**src/rtl/sa_cache_ctrl_pkg.sv**
```systemverilog
// Shared types, constants and address helpers for the 2-way set-associative cache controller.
// Set layout: two ways of {valid, dirty, tag, line} plus one lru bit naming the next victim.
// Optional feature macro used by the controller: SA_CACHE_STATS_EN (hit/miss counters).
package sa_cache_ctrl_pkg;

  localparam int unsigned INDEX_W  = 10;
  localparam int unsigned OFFSET_W = 4;
  localparam int unsigned TAG_W    = 32 - INDEX_W - OFFSET_W;
  localparam int unsigned LINE_W   = 128;
  localparam int unsigned WORD_W   = 32;

  typedef enum logic [2:0] {
    StInit,
    StIdle,
    StTagCheck,
    StWriteBack,
    StAllocate,
    StRefill,
    StReread
  } cache_state_e;

  typedef struct packed {
    logic              valid;
    logic              dirty;
    logic [TAG_W-1:0]  tag;
    logic [LINE_W-1:0] line;
  } cache_way_type;

  typedef struct packed {
    cache_way_type [1:0] way;
    logic                lru;
  } cache_data_type;

  typedef struct packed {
    logic [INDEX_W-1:0] index;
    logic               we;
  } cache_index_type;

  function automatic logic [TAG_W-1:0] get_tag(input logic [31:0] addr);
    return addr[31 -: TAG_W];
  endfunction

  function automatic logic [INDEX_W-1:0] get_index(input logic [31:0] addr);
    return addr[OFFSET_W +: INDEX_W];
  endfunction

  function automatic logic [1:0] get_word(input logic [31:0] addr);
    return addr[3:2];
  endfunction

  function automatic logic [WORD_W-1:0] line_word(input logic [LINE_W-1:0] line,
                                                  input logic [1:0]        sel);
    return line[WORD_W*int'(sel) +: WORD_W];
  endfunction

  function automatic logic [LINE_W-1:0] merge_word(input logic [LINE_W-1:0] line,
                                                   input logic [1:0]        sel,
                                                   input logic [WORD_W-1:0] word);
    logic [LINE_W-1:0] res;
    res = line;
    res[WORD_W*int'(sel) +: WORD_W] = word;
    return res;
  endfunction

endpackage

```
**src/rtl/sa_cache_ctrl_if.sv**
```systemverilog
// CPU-side and next-level-memory-side handshake bundle for sa_cache_ctrl.
//   slave  : the controller (accepts CPU requests, issues memory requests)
//   master : the environment (CPU issuing requests, memory answering them)
// Signals: cpu_req_{valid,ready,rw,addr,wdata}, cpu_res_{valid,rdata},
//          mem_req_{valid,rw,addr,wdata}, mem_res_{ready,rdata}.
interface sa_cache_ctrl_if
  import sa_cache_ctrl_pkg::*;
();

  logic              cpu_req_valid;
  logic              cpu_req_ready;
  logic              cpu_req_rw;
  logic [31:0]       cpu_req_addr;
  logic [31:0]       cpu_req_wdata;
  logic              cpu_res_valid;
  logic [31:0]       cpu_res_rdata;

  logic              mem_req_valid;
  logic              mem_req_rw;
  logic [31:0]       mem_req_addr;
  logic [LINE_W-1:0] mem_req_wdata;
  logic              mem_res_ready;
  logic [LINE_W-1:0] mem_res_rdata;

  modport slave (
    input  cpu_req_valid, cpu_req_rw, cpu_req_addr, cpu_req_wdata,
    input  mem_res_ready, mem_res_rdata,
    output cpu_req_ready, cpu_res_valid, cpu_res_rdata,
    output mem_req_valid, mem_req_rw, mem_req_addr, mem_req_wdata
  );

  modport master (
    output cpu_req_valid, cpu_req_rw, cpu_req_addr, cpu_req_wdata,
    output mem_res_ready, mem_res_rdata,
    input  cpu_req_ready, cpu_res_valid, cpu_res_rdata,
    input  mem_req_valid, mem_req_rw, mem_req_addr, mem_req_wdata
  );

endinterface

```
**src/rtl/sa_cache_ctrl_tag_cmp.sv**
```systemverilog
// Combinational tag compare for one 2-way set.
//   set_i        : set read from the cache array
//   tag_i        : request tag
//   hit_o        : some valid way holds tag_i
//   hit_way_o    : which way hit (meaningful only with hit_o)
//   victim_way_o : way to replace on a miss (the set's lru bit)
module sa_cache_tag_cmp
  import sa_cache_ctrl_pkg::*;
(
  input  cache_data_type   set_i,
  input  logic [TAG_W-1:0] tag_i,
  output logic             hit_o,
  output logic             hit_way_o,
  output logic             victim_way_o
);

  logic [1:0] way_hit;

  always_comb begin
    for (int w = 0; w < 2; w++) begin
      way_hit[w] = set_i.way[w].valid && (set_i.way[w].tag == tag_i);
    end
    hit_o        = |way_hit;
    hit_way_o    = way_hit[1];
    victim_way_o = set_i.lru;
  end

  logic unused_set;
  assign unused_set = ^{set_i.way[0].dirty, set_i.way[1].dirty,
                        set_i.way[0].line, set_i.way[1].line};

endmodule

```
**src/rtl/sa_cache_ctrl.sv**
```systemverilog
// Controller FSM for the 2-way set-associative cache; sole driver of sa_cache_mem.
// Clears the array after reset, then serves CPU word requests with tag compare,
// dirty write-back and line refill from the next-level memory.
// Ports:
//   clk, rst_n        : clock, synchronous active-low reset
//   bus (slave)       : CPU request/response and next-level memory handshakes (registered outputs)
//   cache_index       : {index, we} to sa_cache_mem (combinational)
//   cache_data_write  : set written to sa_cache_mem (combinational)
//   cache_data_read   : set read from sa_cache_mem (one-cycle latency, reads when we=0)
//   hit_count, miss_count : only when SA_CACHE_STATS_EN is defined; saturating counters of
//                           tag checks entered from IDLE
module sa_cache_ctrl
  import sa_cache_ctrl_pkg::*;
(
  input  logic            clk,
  input  logic            rst_n,
  sa_cache_ctrl_if.slave  bus,
  output cache_index_type cache_index,
  output cache_data_type  cache_data_write,
  input  cache_data_type  cache_data_read
`ifdef SA_CACHE_STATS_EN
  ,
  output logic [31:0]     hit_count,
  output logic [31:0]     miss_count
`endif
);

  cache_state_e       state_q, state_d;
  logic [INDEX_W-1:0] cnt_q, cnt_d;

  logic               req_rw_q, req_rw_d;
  logic [TAG_W-1:0]   req_tag_q, req_tag_d;
  logic [INDEX_W-1:0] req_index_q, req_index_d;
  logic [1:0]         req_word_q, req_word_d;
  logic [31:0]        req_wdata_q, req_wdata_d;
  logic               victim_q, victim_d;
  logic [LINE_W-1:0]  fill_line_q, fill_line_d;

  logic               ready_q, ready_d;
  logic               res_valid_q, res_valid_d;
  logic [31:0]        res_rdata_q, res_rdata_d;
  logic               mreq_valid_q, mreq_valid_d;
  logic               mreq_rw_q, mreq_rw_d;
  logic [31:0]        mreq_addr_q, mreq_addr_d;
  logic [LINE_W-1:0]  mreq_wdata_q, mreq_wdata_d;

  logic               hit, hit_way, victim_way;
  logic               accept;
  logic [LINE_W-1:0]  hit_line;
  cache_way_type      victim;

  sa_cache_tag_cmp u_tag_cmp (
    .set_i        (cache_data_read),
    .tag_i        (req_tag_q),
    .hit_o        (hit),
    .hit_way_o    (hit_way),
    .victim_way_o (victim_way)
  );

  assign accept = (state_q == StIdle) && bus.cpu_req_valid && ready_q;

  always_comb begin
    state_d      = state_q;
    cnt_d        = cnt_q;
    req_rw_d     = req_rw_q;
    req_tag_d    = req_tag_q;
    req_index_d  = req_index_q;
    req_word_d   = req_word_q;
    req_wdata_d  = req_wdata_q;
    victim_d     = victim_q;
    fill_line_d  = fill_line_q;
    ready_d      = ready_q;
    res_valid_d  = 1'b0;
    res_rdata_d  = res_rdata_q;
    mreq_valid_d = mreq_valid_q;
    mreq_rw_d    = mreq_rw_q;
    mreq_addr_d  = mreq_addr_q;
    mreq_wdata_d = mreq_wdata_q;

    cache_index.index = req_index_q;
    cache_index.we    = 1'b0;
    cache_data_write  = cache_data_read;
    hit_line          = cache_data_read.way[hit_way].line;
    victim            = cache_data_read.way[victim_way];

    unique case (state_q)
      StInit: begin
        cache_index.index = cnt_q;
        cache_index.we    = 1'b1;
        cache_data_write  = '0;
        cnt_d             = cnt_q + 1'b1;
        if (cnt_q == '1) begin
          state_d = StIdle;
          ready_d = 1'b1;
        end
      end

      StIdle: begin
        // Present the incoming index so the set is ready during TAG_CHECK.
        cache_index.index = get_index(bus.cpu_req_addr);
        if (accept) begin
          req_rw_d    = bus.cpu_req_rw;
          req_tag_d   = get_tag(bus.cpu_req_addr);
          req_index_d = get_index(bus.cpu_req_addr);
          req_word_d  = get_word(bus.cpu_req_addr);
          req_wdata_d = bus.cpu_req_wdata;
          ready_d     = 1'b0;
          state_d     = StTagCheck;
        end
      end

      StTagCheck: begin
        if (hit) begin
          if (req_rw_q) begin
            hit_line = merge_word(hit_line, req_word_q, req_wdata_q);
            cache_data_write.way[hit_way].dirty = 1'b1;
          end
          cache_data_write.way[hit_way].line = hit_line;
          cache_data_write.lru = ~hit_way;
          cache_index.we       = 1'b1;
          res_valid_d          = 1'b1;
          res_rdata_d          = line_word(hit_line, req_word_q);
          ready_d              = 1'b1;
          state_d              = StIdle;
        end else begin
          victim_d     = victim_way;
          mreq_valid_d = 1'b1;
          if (victim.valid && victim.dirty) begin
            mreq_rw_d    = 1'b1;
            mreq_addr_d  = {victim.tag, req_index_q, 4'b0};
            mreq_wdata_d = victim.line;
            state_d      = StWriteBack;
          end else begin
            mreq_rw_d   = 1'b0;
            mreq_addr_d = {req_tag_q, req_index_q, 4'b0};
            state_d     = StAllocate;
          end
        end
      end

      StWriteBack: begin
        if (bus.mem_res_ready) begin
          mreq_rw_d   = 1'b0;
          mreq_addr_d = {req_tag_q, req_index_q, 4'b0};
          state_d     = StAllocate;
        end
      end

      StAllocate: begin
        if (bus.mem_res_ready) begin
          fill_line_d  = bus.mem_res_rdata;
          mreq_valid_d = 1'b0;
          state_d      = StRefill;
        end
      end

      StRefill: begin
        // cache_data_read still holds this set: the array kept reading it while we=0.
        cache_index.we = 1'b1;
        cache_data_write.way[victim_q].valid = 1'b1;
        cache_data_write.way[victim_q].dirty = 1'b0;
        cache_data_write.way[victim_q].tag   = req_tag_q;
        cache_data_write.way[victim_q].line  = fill_line_q;
        state_d = StReread;
      end

      StReread: begin
        state_d = StTagCheck;
      end

      default: begin
        state_d = StInit;
        cnt_d   = '0;
      end
    endcase
  end

  always_ff @(posedge clk) begin
    if (!rst_n) begin
      state_q      <= StInit;
      cnt_q        <= '0;
      req_rw_q     <= 1'b0;
      req_tag_q    <= '0;
      req_index_q  <= '0;
      req_word_q   <= '0;
      req_wdata_q  <= '0;
      victim_q     <= 1'b0;
      fill_line_q  <= '0;
      ready_q      <= 1'b0;
      res_valid_q  <= 1'b0;
      res_rdata_q  <= '0;
      mreq_valid_q <= 1'b0;
      mreq_rw_q    <= 1'b0;
      mreq_addr_q  <= '0;
      mreq_wdata_q <= '0;
    end else begin
      state_q      <= state_d;
      cnt_q        <= cnt_d;
      req_rw_q     <= req_rw_d;
      req_tag_q    <= req_tag_d;
      req_index_q  <= req_index_d;
      req_word_q   <= req_word_d;
      req_wdata_q  <= req_wdata_d;
      victim_q     <= victim_d;
      fill_line_q  <= fill_line_d;
      ready_q      <= ready_d;
      res_valid_q  <= res_valid_d;
      res_rdata_q  <= res_rdata_d;
      mreq_valid_q <= mreq_valid_d;
      mreq_rw_q    <= mreq_rw_d;
      mreq_addr_q  <= mreq_addr_d;
      mreq_wdata_q <= mreq_wdata_d;
    end
  end

  assign bus.cpu_req_ready = ready_q;
  assign bus.cpu_res_valid = res_valid_q;
  assign bus.cpu_res_rdata = res_rdata_q;
  assign bus.mem_req_valid = mreq_valid_q;
  assign bus.mem_req_rw    = mreq_rw_q;
  assign bus.mem_req_addr  = mreq_addr_q;
  assign bus.mem_req_wdata = mreq_wdata_q;

`ifdef SA_CACHE_STATS_EN
  // Only checks that start from IDLE count; the REREAD-driven recheck is skipped.
  logic        from_idle_q;
  logic [31:0] hit_cnt_q, miss_cnt_q;

  always_ff @(posedge clk) begin
    if (!rst_n) begin
      from_idle_q <= 1'b0;
      hit_cnt_q   <= '0;
      miss_cnt_q  <= '0;
    end else begin
      from_idle_q <= accept;
      if (state_q == StTagCheck && from_idle_q) begin
        if (hit && hit_cnt_q != '1) begin
          hit_cnt_q <= hit_cnt_q + 1'b1;
        end else if (!hit && miss_cnt_q != '1) begin
          miss_cnt_q <= miss_cnt_q + 1'b1;
        end
      end
    end
  end

  assign hit_count  = hit_cnt_q;
  assign miss_count = miss_cnt_q;
`endif

  logic unused_addr;
  assign unused_addr = ^bus.cpu_req_addr[1:0];

endmodule

```
**src/flat_wrapper.sv**
```systemverilog
// flat-port wrapper written by rule: the top's interface ports become plain ports
module sa_cache_ctrl_flat import sa_cache_ctrl_pkg::*;
  (clk, rst_n, cache_index, cache_data_write, cache_data_read, bus_cpu_req_valid, bus_cpu_req_rw, bus_cpu_req_addr, bus_cpu_req_wdata, bus_mem_res_ready, bus_mem_res_rdata, bus_cpu_req_ready, bus_cpu_res_valid, bus_cpu_res_rdata, bus_mem_req_valid, bus_mem_req_rw, bus_mem_req_addr, bus_mem_req_wdata);
  sa_cache_ctrl_if bus_i ();
  input  logic clk;
  input  logic rst_n;
  output cache_index_type cache_index;
  output cache_data_type cache_data_write;
  input  cache_data_type cache_data_read;
  input wire logic [$bits(bus_i.cpu_req_valid)-1:0] bus_cpu_req_valid;
  input wire logic [$bits(bus_i.cpu_req_rw)-1:0] bus_cpu_req_rw;
  input wire logic [$bits(bus_i.cpu_req_addr)-1:0] bus_cpu_req_addr;
  input wire logic [$bits(bus_i.cpu_req_wdata)-1:0] bus_cpu_req_wdata;
  input wire logic [$bits(bus_i.mem_res_ready)-1:0] bus_mem_res_ready;
  input wire logic [$bits(bus_i.mem_res_rdata)-1:0] bus_mem_res_rdata;
  output wire logic [$bits(bus_i.cpu_req_ready)-1:0] bus_cpu_req_ready;
  output wire logic [$bits(bus_i.cpu_res_valid)-1:0] bus_cpu_res_valid;
  output wire logic [$bits(bus_i.cpu_res_rdata)-1:0] bus_cpu_res_rdata;
  output wire logic [$bits(bus_i.mem_req_valid)-1:0] bus_mem_req_valid;
  output wire logic [$bits(bus_i.mem_req_rw)-1:0] bus_mem_req_rw;
  output wire logic [$bits(bus_i.mem_req_addr)-1:0] bus_mem_req_addr;
  output wire logic [$bits(bus_i.mem_req_wdata)-1:0] bus_mem_req_wdata;
  assign bus_i.cpu_req_valid = bus_cpu_req_valid;
  assign bus_i.cpu_req_rw = bus_cpu_req_rw;
  assign bus_i.cpu_req_addr = bus_cpu_req_addr;
  assign bus_i.cpu_req_wdata = bus_cpu_req_wdata;
  assign bus_i.mem_res_ready = bus_mem_res_ready;
  assign bus_i.mem_res_rdata = bus_mem_res_rdata;
  assign bus_cpu_req_ready = bus_i.cpu_req_ready;
  assign bus_cpu_res_valid = bus_i.cpu_res_valid;
  assign bus_cpu_res_rdata = bus_i.cpu_res_rdata;
  assign bus_mem_req_valid = bus_i.mem_req_valid;
  assign bus_mem_req_rw = bus_i.mem_req_rw;
  assign bus_mem_req_addr = bus_i.mem_req_addr;
  assign bus_mem_req_wdata = bus_i.mem_req_wdata;
  sa_cache_ctrl u_core (.clk(clk), .rst_n(rst_n), .bus(bus_i), .cache_index(cache_index), .cache_data_write(cache_data_write), .cache_data_read(cache_data_read));
endmodule
```
**config.mk**
```make
export PLATFORM = sky130hd
export DESIGN_NAME = sa_cache_ctrl_flat
export DESIGN_NICKNAME = d
export VERILOG_FILES = /design/src/rtl/sa_cache_ctrl_pkg.sv /design/src/rtl/sa_cache_ctrl_if.sv /design/src/rtl/sa_cache_ctrl_tag_cmp.sv /design/src/rtl/sa_cache_ctrl.sv /design/src/flat_wrapper.sv
export SDC_FILE = /design/constraint.sdc
export NUM_CORES = 2
export LEC_CHECK = 0
export CORE_AREA = 2 2 392 394
export CTS_BUF_LIST = sky130_fd_sc_hd__clkbuf_8
export DETAILED_ROUTE_END_ITERATION = 16
export DIE_AREA = 0 0 394 396
export GPL_TIMING_DRIVEN = 0
export PLACE_DENSITY = 0.35
export SLEW_MARGIN = 20
export SYNTH_ARGS = -nofsm -noshare
export SYNTH_HDL_FRONTEND = slang
export SYNTH_HIERARCHICAL = 1
export SYNTH_SLANG_ARGS = --single-unit
```
**constraint.sdc**
```tcl
create_clock -name clk -period 3.5 [get_ports clk]
set_input_delay 0.7 -clock clk [delete_from_list [all_inputs] [get_ports clk]]
set_output_delay 0.7 -clock clk [all_outputs]
set_load 0.01 [all_outputs]
```
==> summary.md <==
| Metric | Value |
|---|---|
| Die width | `394 um` |
| Most instantiated cells after synthesis | `nand2_1, nor2_1, dfxtp_1, a221o_1, a21oi_1` |
| Clock buffer count from CTS | `88` |
| Detailed-placement wirelength estimate | `207300 um` |
| Number of vias per cell | `5.157` |
| Post-Synthesis Mean Instance Area | `8.121 sq um` |
| Main combinational cell family by area after synthesis | `compound AO/OA/AOI/OAI gates` |
| Async set-or-reset flop fraction in the synthesized netlist | `0%` |
| Cell depth of the worst flop-to-flop path | `13` |
| CTS tree | `done` |
| Crit end category | `output pin` |
| Count of unique library cells instantiated by Yosys | `62` |
| Top fanout value on the critical path | `5` |
| Setup WS post-layout | `-1370 ps` |
| Cell type with the highest aggregate area in the netlist | `dfxtp_1` |
| Classification of the worst-slack hold path | `primary input to register` |
| DRC | `0` |
| Post-Synthesis Cell Area | `24220 sq um` |
| Post-Synth Adder-Cell Area | `0.3099%` |
| Final count of hold timing violations | `0` |
| Period Utilization, post-route | `139.1%` |
| Clock net sink count | `397` |
| Depth of the worst hold-timing path | `3` |
| GRT Total Usage | `32.01%` |
| Global-route wire length before repair | `332200 um` |
| Remaining global-route overflow | `0` |
| Post-route clock skew | `62.72 ps` |
| Seq. cell area | `7998 sq um` |
| Number of synthesized register bits | `397` |
| Pin count of the biggest net entering global routing | `13` |
| Post-detailed-route wirelength per cell | `40.90 um` |
| Post-layout minimum cycle time | `4870 ps` |
| Setup WS pre-CTS | `-3169 ps` |
| Prevailing post-synth register cell | `dfxtp_1` |
| Max Clock Freq | `205.3 MHz` |
| Port Buf Inserts | `990` |
| Post-synthesis mux area share | `12.40%` |
| Number of I/O pins | `998` |
| Number of global-route vias before repair | `32990` |
| Largest stage delay on the critical path | `580 ps` |
| Num rows | `143` |
| Pleak | `16.88 nW` |
| Number of warnings printed during yosys synthesis | `6` |
| Most used cell, CP | `buf_12` |
| Via total after detailed routing | `33040` |
| Cell types with the largest area share after synthesis | `dfxtp_1, a221o_1, nand2_1` |
| Max-slew violation count | `0` |
| CTS Buffer Depth | `3` |
| Final core utilization | `29.58%` |
| Mapped Cells | `2983` |
| Combined area of the multi-input logic cells | `17140 sq um` |
| Total power after layout | `12.03 mW` |
| Weighted congestion reported at the end of routability-driven placement | `0.9545` |
| Most repeated cell in the gate-level netlist after synthesis | `nand2_1` |
| Starting Density | `15.98%` |
| Arrival time of data at the critical path endpoint | `4170 ps` |
| Worst Tran Pin Value | `1334 ps` |
| Share of Yosys cell area claimed by the top area cell type | `32.81%` |
| Total routed wirelength | `262100 um` |
| Number of max-capacitance violations reported | `0` |
| Slowest stage cell, crit path | `clkdlybuf4s50_1` |
| Sequential fraction of the synthesis area | `32.81%` |
| Fraction of synthesized cell area in xor and xnor cells | `1.482%` |
| Post-CTS Hold Fix Bufs | `0` |
| Violations in the final reports | `negative setup slack` |
| Detailed-routing iteration count for the pre-antenna-repair pass | `5` |
| Fillcell total | `16370` |
| Post-detailed-route count of antenna-violating nets | `0` |
| Compound-cell area share of the yosys netlist | `31.50%` |
| Clock slew at the register clock pins of the worst setup and hold paths | `60 ps` |
| Critical Path Start Type | `primary input` |
| Final Setup Violations | `275` |
| Series of cell instances along the critical path | `clkdlybuf4s50_1 -> xnor2_1 -> nand4_1 -> or4_4 -> o22ai_4 -> nor4bb_2 -> buf_4 -> buf_12 -> and2_4 -> o21ai_4 -> buf_12 -> buf_16 -> a221o_1 -> buf_2` |
| Ratio of total power to cell area | `268.5 nW/um^2` |
| Cell at the root of the clock tree | `clkbuf_8` |
| Initial detailed-routing violation count | `2925` |
| Category of the most critical setup path | `primary input to output pin` |
| Area overhead of the layout relative to synthesis | `85.05%` |
| Vertical die dimension | `396 um` |
| Core Region | `151500 sq um` |
| Count of flip-flops with a built-in enable after synthesis | `0` |
| Nets@finish | `4795` |
| Simple-gate share of the synthesized area | `15.57%` |
| Critical path required time | `2800 ps` |
| Number of antenna violations at the first check in global routing | `64` |
| Area of the die | `156000 sq um` |
| Maximum level of the CTS H-tree | `3` |
| Insertion delay of the later-clocked pin in the worst-skew pair | `840 ps` |
| Worst IR Drop VDD | `0.0002316 V` |
| Max-slew headroom | `10.96%` |
| Run status | `complete, but fails checks` |
| Proportion of layout cells with a drive suffix above 1 | `27.46%` |
| RSZ-0062 raised after global routing | `yes` |
-- per-stage QoR --
| stage | TNS [ps] | std cells | instance area (sq um) | hold slack [ps] |
|---|---|---|---|---|
| after detailed placement | -938840 | 6011 | 37260 | 448.7 |
| final | -318180 | 6408 | 44830 | 422.3 |
| after global routing | -346120 | 6399 | 44800 | 384.2 |
| after CTS | -387100 | 6310 | 42910 | 330.9 |
| after global placement | -980850 | 6006 | 37100 | 442.7 |
| after floorplan | -26530 | 2986 | 24650 | 445.3 |
-- timing repair --
item                                    4_1_cts  5_1_grt
buffers inserted                            127       86
endpoints found under the hold margin         0        0
endpoints found under the setup margin      475      441
resized for setup                          1869      447
pin swaps                                   173      175
cloned                                       17        6
-- registers in the layout, indices dropped and copies added (netlist names) --
signal / count
u_core/bus.mem_req_wdata: 128
u_core/fill_line_q: 128
u_core/bus.cpu_res_rdata: 32
u_core/req_wdata_q: 32
u_core/bus.mem_req_addr: 28
u_core/req_tag_q: 18
u_core/cnt_q: 10
u_core/req_index_q: 10
u_core/state_q: 3
u_core/req_word_q: 2
u_core/bus.cpu_req_ready: 1
u_core/bus.cpu_res_valid: 1
u_core/bus.mem_req_rw: 1
u_core/bus.mem_req_valid: 1
u_core/req_rw_q: 1
u_core/victim_q: 1
-- cells in the final DEF, fill, tap and decap left out, types with 12 or more instances in the layout --
cell / instances
and2_1: 12
mux2_4: 54
clkbuf_1: 106
clkbuf_16: 21
buf_6: 235
clkbuf_8: 122
inv_1: 32
o221a_1: 19
nand4_1: 12
buf_2: 136
a32oi_4: 60
a32oi_2: 12
o221ai_1: 15
dlymetal6s2s_1: 32
o22ai_1: 19
nand2_1: 451
buf_12: 60
and3_1: 14
xnor2_1: 27
a211oi_1: 129
buf_16: 24
mux2_1: 20
a221oi_1: 33
nor2_2: 17
a221o_2: 26
clkbuf_2: 39
o21ai_0: 17
nor2_1: 378
a22o_1: 50
a22oi_2: 55
a221o_1: 226
a21oi_1: 229
dfxtp_1: 377
buf_8: 12
diode_2: 16
mux2_2: 54
mux2i_1: 156
o211ai_1: 36
buf_4: 160
clkdlybuf4s50_1: 692
-- critical path, delay by kind of cell --
kind            cells  cell delay [ps]
compound gates      3              760
xor+xnor            1              140
buf+inv             6             1430
simple gates        4             1100
-- logic make-up after synthesis --
logic type | after synthesis
fa+ha+maj | 6
flops | 397
other cells | 1
compound gates | 978
mux | 284
xor+xnor | 41
buf+inv | 335
simple gates | 941
-- area by class of cell --
cell class / instances / area share (%)
tap: 2030 / 5.666
clock inverter: 43 / 0.5750
inverter: 8 / 0.06978
buffer: 322 / 6.127
antenna: 16 / 0.08932
timing repair buffer: 1223 / 27.90
sequential: 397 / 17.84
clock buffer: 114 / 3.500
multi-input combinational: 2255 / 38.23
-- where the power goes --
part	switching [mW]	internal [mW]	total, mW
Sequential	0.00485	4.52	4.52
Clock	2.64	3.05	5.69
Combinational	0.959	0.863	1.82
Total	3.60	8.43	12.0
-- path summary, 6_finish.rpt --
check	end	slack (ps)	from
setup reg to reg	u_core/bus.cpu_res_rdata[27]$_SDFFE_PN0P_	-60	u_core/req_tag_q[1]$_SDFFE_PN0P_
hold reg to reg	u_core/bus.mem_req_addr[26]$_SDFFE_PN0P_	450	u_core/bus.mem_req_addr[26]$_SDFFE_PN0P_
hold / removal	u_core/req_tag_q[17]$_SDFFE_PN0P_	420	bus_cpu_req_addr[31]
setup / recovery	cache_data_write[251]	-1370	cache_data_read[282]
-- routing by layer --
metal  vias to the layer above  track usage [%]  part of all wire, %
li1                      13960                -                    -
met1                     16520            36.72                   39
met2                      1940            53.25                   46
met3                       566            10.29                  8.9
met4                        66            16.20                  6.3
met5                         -                0                 0.16
Note: power is estimated with default switching activity, not from simulation.
